### src/rtl/mips_cpu_bus_arbiter.sv
// mips_cpu_bus_arbiter: round-robin arbiter sharing one Avalon-style memory port
// between the instruction-fetch master and the data master, one transfer at a time.
module mips_cpu_bus_arbiter #(
  parameter int ADDR_W = 32,
  parameter int DATA_W = 32
) (
  input  logic                clk,
  input  logic                reset,
  input  logic                i_read,
  input  logic [ADDR_W-1:0]   i_address,
  output logic                i_waitrequest,
  output logic [DATA_W-1:0]   i_readdata,
  output logic                i_readdatavalid,
  input  logic                d_read,
  input  logic                d_write,
  input  logic [ADDR_W-1:0]   d_address,
  input  logic [DATA_W/8-1:0] d_byteenable,
  input  logic [DATA_W-1:0]   d_writedata,
  output logic                d_waitrequest,
  output logic [DATA_W-1:0]   d_readdata,
  output logic                d_readdatavalid,
  output logic                mem_read,
  output logic                mem_write,
  output logic [ADDR_W-1:0]   mem_address,
  output logic [DATA_W/8-1:0] mem_byteenable,
  output logic [DATA_W-1:0]   mem_writedata,
  input  logic                mem_waitrequest,
  input  logic [DATA_W-1:0]   mem_readdata
);
  typedef enum logic [2:0] {IDLE, BUSY_I, BUSY_D, RDATA_I, RDATA_D} state_t;
  state_t r_state, w_state, w_next;
  logic r_last_d, w_next_last_d;
  logic w_i_req, w_d_req, w_acc;
  assign w_i_req = i_read;
  assign w_d_req = d_read ^ d_write;
  // Outputs decode as IDLE while reset is held, so an outstanding read is dropped at once
  assign w_state = reset ? IDLE : r_state;
  assign w_acc = (mem_read | mem_write) & ~mem_waitrequest;
  always_ff @(posedge clk) begin
    if (reset) begin
      r_state  <= IDLE;
      r_last_d <= 1'b1;
    end else begin
      r_state  <= w_next;
      r_last_d <= w_next_last_d;
    end
  end
  always_comb begin
    w_next         = IDLE;
    w_next_last_d  = r_last_d;
    mem_read       = 1'b0;
    mem_write      = 1'b0;
    mem_address    = '0;
    mem_byteenable = '0;
    mem_writedata  = '0;
    case (w_state)
      IDLE: begin
        if (w_i_req && (!w_d_req || r_last_d)) begin
          w_next        = BUSY_I;
          w_next_last_d = 1'b0;
        end else if (w_d_req) begin
          w_next        = BUSY_D;
          w_next_last_d = 1'b1;
        end
      end
      BUSY_I: begin
        mem_read       = i_read;
        mem_address    = i_address;
        mem_byteenable = '1;
        w_next         = !i_read ? IDLE : mem_waitrequest ? BUSY_I : RDATA_I;
      end
      BUSY_D: begin
        mem_read       = w_d_req & d_read;
        mem_write      = w_d_req & d_write;
        mem_address    = d_address;
        mem_byteenable = d_byteenable;
        mem_writedata  = d_writedata;
        w_next         = !w_d_req ? IDLE : mem_waitrequest ? BUSY_D : d_read ? RDATA_D : IDLE;
      end
      default: ;
    endcase
  end
  assign i_waitrequest   = !(w_state == BUSY_I && w_acc);
  assign d_waitrequest   = !(w_state == BUSY_D && w_acc);
  assign i_readdatavalid = w_state == RDATA_I;
  assign d_readdatavalid = w_state == RDATA_D;
  assign i_readdata      = (w_state == RDATA_I) ? mem_readdata : '0;
  assign d_readdata      = (w_state == RDATA_D) ? mem_readdata : '0;
endmodule

### config.mk
export PLATFORM = sky130hd
export DESIGN_NAME = mips_cpu_bus_arbiter
export DESIGN_NICKNAME = d
export VERILOG_FILES = /design/src/rtl/mips_cpu_bus_arbiter.sv
export SDC_FILE = /design/constraint.sdc
export NUM_CORES = 1
export LEC_CHECK = 0
export CAP_MARGIN = 10
export CORE_AREA = 8 8 101 103
export DETAILED_ROUTE_END_ITERATION = 8
export DIE_AREA = 0 0 109 111
export PLACE_DENSITY = 0.74
export SLEW_MARGIN = 20
export SYNTH_ARGS = -nofsm -noshare
export SYNTH_HDL_FRONTEND = slang
export SYNTH_SLANG_ARGS = --single-unit
export TNS_END_PERCENT = 50
### constraint.sdc
create_clock -name clk -period 3.9 [get_ports clk]
set_input_delay 0.78 -clock clk [delete_from_list [all_inputs] [get_ports clk]]
set_output_delay 0.78 -clock clk [all_outputs]
set_load 0.01 [all_outputs]
==> flow_metrics.env, run 1 <==
export IMPL_syn_avg_cell_area_um2=7.04
export IMPL_ir_worst_vdd_mv=0.0910
export IMPL_fillers=806
export IMPL_finalSetupViolCount=0
export IMPL_io_pins=276
export IMPL_synth_cells=186
export IMPL_synth_compound_area_share_pct=26.6
export IMPL_cts_inserted_buffers=3
export IMPL_p_leak_nw=1.60
export IMPL_portBuffers=275
export IMPL_synthTopCellsByArea="and2_1 (46%), a22o_1 (22%), dfxtp_1 (6.1%)"
export IMPL_worst_slew_margin_rel_pct=68.4
export IMPL_fin_setup_tns_ns=0
export IMPL_n_antenna_cell=0
export IMPL_synth_top_family_by_area="simple AND/OR/NAND/NOR gates"
export IMPL_worst_setup_path_start_kind="input port"
export IMPL_avgRoutedWirePerCell_um=18.1
export IMPL_crit_buf_inv=3
export IMPL_fin_crit_sh_pct=95.6
export IMPL_hold_buffers=0
export IMPL_dp_cells=556
export IMPL_cts_root_buffer="clkbuf_8"
export IMPL_end_kind="output pin"
export IMPL_synth_nets=326
export IMPL_cts_setup_buffers=0
export IMPL_drc=0
export IMPL_final_layout_size_suffix_gt1_share_pct=2.88
export IMPL_synth_area_leader_cell="and2_1"
export IMPL_totalWireLength_um=10100
export IMPL_clock_path_buffers=2
export IMPL_grt_max_degree=73
export IMPL_vias=2353
export IMPL_cp_required_ns=3.12
export IMPL_maxCapViolations=0
export IMPL_detail_route_iter0_violations=91
export IMPL_critPathKind="input port to output pin"
export IMPL_grt_pass1_vias=2401
export IMPL_arrival_ns=2.95
export IMPL_drv_slew=0
export IMPL_start_util_pct=15.3
export IMPL_detail_route_antenna_nets=0
export IMPL_synthXorXnorAreaFrac_pct=0
export IMPL_clk_pin_slew_ns=0.03
export IMPL_die_x_um=109
export IMPL_yosys_register_bits=4
export IMPL_grt_pass1_wl_um=14600
export IMPL_cp_top_family="buffers and inverters"
export IMPL_yosysWarnings=0
export IMPL_synthAdderAreaFrac_pct=1.91
export IMPL_fmax_ghz=0.268
export IMPL_placementRows=34
export IMPL_cp_common_cell="clkdlybuf4s50_1"
export IMPL_powerDensity_mw_per_mm2=103
export IMPL_worstHoldPathType="flip-flop to flip-flop"
export IMPL_max_stage_delay_ns=0.64
export IMPL_worst_pin_slew_ns=0.472
export IMPL_clk_latency_ns=0.22
export IMPL_finalHoldViolations=0
export IMPL_drt_pass1_iter_count=4
export IMPL_ctsHtreeMaxLevel=1
export IMPL_track_usage_pct=15.2
export IMPL_synthMuxAreaShare_pct=0
export IMPL_worstPathCellList="clkdlybuf4s50_1, nor4b_4, buf_12, nor2b_1, nand2_1, clkdlybuf4s50_1"
export IMPL_viasPerCell=4.21
export IMPL_syn_area_mm2=0.00131
export IMPL_synth_top_area_share_pct=46.4
export IMPL_ys_seq_area_share_pct=6.12
export IMPL_fin_crit_ns=3.73
export IMPL_overflow=0
export IMPL_cp_slowest_cell="clkdlybuf4s50_1"
export IMPL_critPathMaxFanout=72
export IMPL_yosys_area_share_simple_pct=58.4
export IMPL_area_growth_pct=223
export IMPL_fin_nets=593
export IMPL_cts_tree="yes"
export IMPL_hpwl_um=8850
export IMPL_core_mm2=0.00855
export IMPL_clkSinkCount=4
export IMPL_ys_types=24
export IMPL_dieArea_mm2=0.0121
export IMPL_antenna_found_initial=0
export IMPL_instances_no_fill=559
export IMPL_finalClockSkew_ns=0.00193
export IMPL_status="completed"
export IMPL_final_util_pct=49.4
export IMPL_rsz0062_at_grt="no"
export IMPL_gp_congestion=0.858
export IMPL_die_h_um=111
export IMPL_cts_resized=0
==> final timing paths <==
kind | slack (ns) | cells after the start | to | from
hold / removal | 0.56 | 1 | r_last_d | r_last_d
hold reg to reg | 0.56 | 1 | r_last_d | r_last_d
setup reg to reg | 2.25 | 4 | r_state[2] | r_state[1]
setup / recovery | 0.17 | 6 | d_waitrequest | reset
==> power breakdown <==
group	switching [W]	internal (W)	total (W)	leakage, nW
Clock	0.0000210	0.0000658	0.0000867	0.0216
Combinational	0.0000926	0.000208	0.000300	1.54
Sequential	0.00000591	0.0000442	0.0000501	0.0329
==> synthesized netlist by cell type <==
library cell,count
inv_1,3
dfxtp_1,4
a211o_1,1
nor3_1,1
nor2b_1,1
a21oi_1,2
a211oi_1,1
a22o_1,33
nand2_1,10
nor4b_2,2
nand3b_1,2
ha_1,2
a221o_1,1
buf_4,1
o22ai_1,1
nor4b_4,2
clkbuf_1,9
nor2_1,1
and4bb_2,1
inv_2,1
buf_2,7
o21ai_0,2
a31oi_1,1
and2_1,97
==> layer usage <==
layer	GRT usage [%]	wire, um	part of all wire (%)	vias to the layer above
met5	0	0	0	-
met4	2.56	144	1.4	0
met3	6.34	1190	12	10
met2	27.2	5050	50	131
met1	16.3	3720	37	1041
li1	-	-	-	1171
==> flip-flops by register name, summed over array words and instances (netlist names) <==
register  cells
r_last_d      1
r_state       3
==> cell usage in the layout, fill, tap and decap left out, drive strengths merged <==
master         synthesis  final
clkdlybuf4s50          0    275
and2                  97     97
a22o                  33     33
nand2                 10     10
dfxtp                  4      4
inv                    4      4
nor4b                  4      4
buf                    8      4
clkbuf                 9      3
nand3b                 2      2
o21ai                  2      2
a21oi                  2      2
ha                     2      2
and4bb                 1      1
nor2b                  1      1
a211o                  1      1
nor3                   1      1
nor2                   1      1
a221o                  1      1
o22ai                  1      1
a211oi                 1      1
a31oi                  1      1
==> metrics by stage <==
stage / instance area [um^2] / total power [W] / worst slack (ns) / hold WS, ns
3_3_place_gp: 4180 / 0.000348 / 0.240 / 0.523
4_1_cts: 4230 / 0.000440 / 0.163 / 0.564
3_5_place_dp: 4180 / 0.000352 / 0.165 / 0.556
6_report: 4230 / 0.000437 / 0.173 / 0.563
5_1_grt: 4230 / 0.000461 / 0.00529 / 0.600
2_1_floorplan: 1310 / 0.000128 / 1.29 / 0.505
==> cell type report <==
class                      count  area (um^2)  share of cell area (%)
timing repair buffer         279         2810                    66.4
clock buffer                   3         41.3                   0.977
sequential                     4         80.1                    1.90
tap                          108          135                    3.20
inverter                       4         15.0                   0.355
multi-input combinational    161         1150                    27.1
==> kinds of logic (layout without fill, tap and decap cells) <==
| kind of cell | count (synthesis) | count (layout) |
|---|---|---|
| fa+ha+maj | 2 | 2 |
| buf+inv | 21 | 286 |
| compound gates | 42 | 42 |
| flops | 4 | 4 |
| simple gates | 117 | 117 |
Power figures use the tool's default switching activity.
==> inputs of run 2 (changes only) <==
--- a/config.mk
+++ b/config.mk
@@ -9,7 +9,7 @@
 export CORE_AREA = 8 8 101 103
 export DETAILED_ROUTE_END_ITERATION = 8
 export DIE_AREA = 0 0 109 111
-export PLACE_DENSITY = 0.74
+export PLACE_DENSITY = 0.69
 export SLEW_MARGIN = 20
 export SYNTH_ARGS = -nofsm -noshare
 export SYNTH_HDL_FRONTEND = slang
==> run 2 against run 1 <==
Worst setup slack about the same. Critical path depth unchanged. Combinational power about the same.
==> flow_metrics.env, run 2 (same netlist as run 1, synthesis figures left out) <==
export IMPL_status="completed"
export IMPL_rsz0062_at_grt="no"
export IMPL_worst_slew_margin_rel_pct=67.8
export IMPL_worstHoldPathType="flip-flop to flip-flop"
export IMPL_grt_pass1_vias=2404
export IMPL_vias=2314
export IMPL_overflow=0
export IMPL_arrival_ns=2.95
export IMPL_die_x_um=109
export IMPL_end_kind="output pin"
export IMPL_cts_resized=0
export IMPL_grt_pass1_wl_um=14300
export IMPL_critPathMaxFanout=72
export IMPL_fmax_ghz=0.268
export IMPL_critPathKind="input port to output pin"
export IMPL_power_w=0.000434
export IMPL_largest_reg_flops=3
export IMPL_placementRows=34
export IMPL_worstRegToRegCells=4
export IMPL_dieArea_mm2=0.0121
export IMPL_top_register="r_state"
export IMPL_drc=0
export IMPL_fin_crit_sh_pct=95.6
export IMPL_viasPerCell=4.15
export IMPL_n_antenna_cell=0
export IMPL_io_pins=276
export IMPL_die_h_um=111
export IMPL_powerDensity_mw_per_mm2=103
export IMPL_fillers=791
export IMPL_fin_setup_tns_ns=0
export IMPL_ctsHtreeMaxLevel=1
export IMPL_cts_tree="yes"
export IMPL_start_util_pct=15.3
export IMPL_ir_worst_vdd_mv=0.142
export IMPL_final_common_cell="clkdlybuf4s50_1"
export IMPL_clock_path_buffers=2
export IMPL_track_usage_pct=14.9
export IMPL_finalClockSkew_ns=0.00430
export IMPL_clkSinkCount=4
export IMPL_avgRoutedWirePerCell_um=17.9
export IMPL_area_growth_pct=222
export IMPL_cts_setup_buffers=0
export IMPL_clk_pin_slew_ns=0.03
export IMPL_final_layout_size_suffix_gt1_share_pct=2.67
export IMPL_cp_required_ns=3.12
export IMPL_cts_inserted_buffers=3
export IMPL_core_mm2=0.00855
export IMPL_hold_buffers=0
export IMPL_worstHoldPathCells=1
export IMPL_cts_root_buffer="clkbuf_8"
export IMPL_maxCapViolations=0
export IMPL_antenna_found_initial=0
export IMPL_largestRegisters="r_state (3), r_last_d (1)"
export IMPL_regArea_um2=80.1
export IMPL_clk_latency_ns=0.22
export IMPL_drt_pass1_iter_count=3
export IMPL_finalHoldViolations=0
export IMPL_grt_max_degree=73
export IMPL_fin_crit_ns=3.73
export IMPL_finalSetupViolCount=0
export IMPL_detail_route_antenna_nets=0
export IMPL_worst_pin_slew_ns=0.483
export IMPL_totalWireLength_um=9980
export IMPL_fin_nets=592
export IMPL_drv_slew=0
export IMPL_gp_congestion=0.777
export IMPL_detail_route_iter0_violations=30
export IMPL_hpwl_um=8760
export IMPL_p_leak_nw=1.59
export IMPL_portBuffers=275
export IMPL_multiInputGateArea_mm2=0.00115
export IMPL_final_cell_mix="clkdlybuf4s50_1 (275), and2_1 (97), a22o_1 (33)"
export IMPL_worst_setup_path_start_kind="input port"
==> run 2: changes by cell type in the layout (fill, tap and decap cells not counted), sizes merged <==
| cell | before | now |
|---|---|---|
| buf | 4 | 3 |
==> run 2: through the flow <==
step / setup WS (ns) / hold slack, ns / cell area, um^2 / util (%) / instances
6_report: 0.173 / 0.555 / 4220 / 49.3 / 558
5_1_grt: 0.0491 / 0.596 / 4220 / 49.3 / 558
4_1_cts: 0.168 / 0.556 / 4220 / 49.3 / 558
3_5_place_dp: 0.183 / 0.545 / 4180 / 48.8 / 555
3_3_place_gp: 0.209 / 0.522 / 4180 / 48.8 / 555
2_1_floorplan: 1.29 / 0.505 / 1310 / - / 186
==> run 2: path summary, 6_finish.rpt <==
kind	start	endpoint	slack (ns)
min reg2reg	r_last_d	r_last_d	0.56
min	r_last_d	r_last_d	0.56
max	reset	d_waitrequest	0.17
max reg2reg	r_state[1]	r_state[2]	2.22
==> run 2: routing by layer <==
layer / global-route usage, % / vias up / wire length (um)
met5: 0 / - / 0
met4: 2.56 / 0 / 133
met3: 5.70 / 10 / 1080
met2: 28.3 / 128 / 5230
met1: 14.9 / 1010 / 3540
li1: - / 1166 / -
==> run 2: worst max-delay path, stage by stage <==
cell,delay (ns)
clkdlybuf4s50_1,0.63
nor4b_4,0.41
buf_12,0.30
nor2b_1,0.22
nand2_1,0.07
clkdlybuf4s50_1,0.50
==> run 2: report_power, final <==
group / switching (W) / total (W) / internal, W
clock: 0.0000206 / 0.0000864 / 0.0000657
combinational: 0.0000907 / 0.000298 / 0.000207
sequential: 0.00000562 / 0.0000498 / 0.0000442
total: 0.000117 / 0.000434 / 0.000317
==> run 2: cell type report <==
| cell class | instances | area share, % |
|---|---|---|
| Multi-Input combinational cell | 161 | 27.2 |
| Sequential cell | 4 | 1.90 |
| Inverter | 4 | 0.356 |
| Clock buffer | 3 | 0.979 |
| Timing Repair Buffer | 278 | 66.4 |
| Tap cell | 108 | 3.20 |
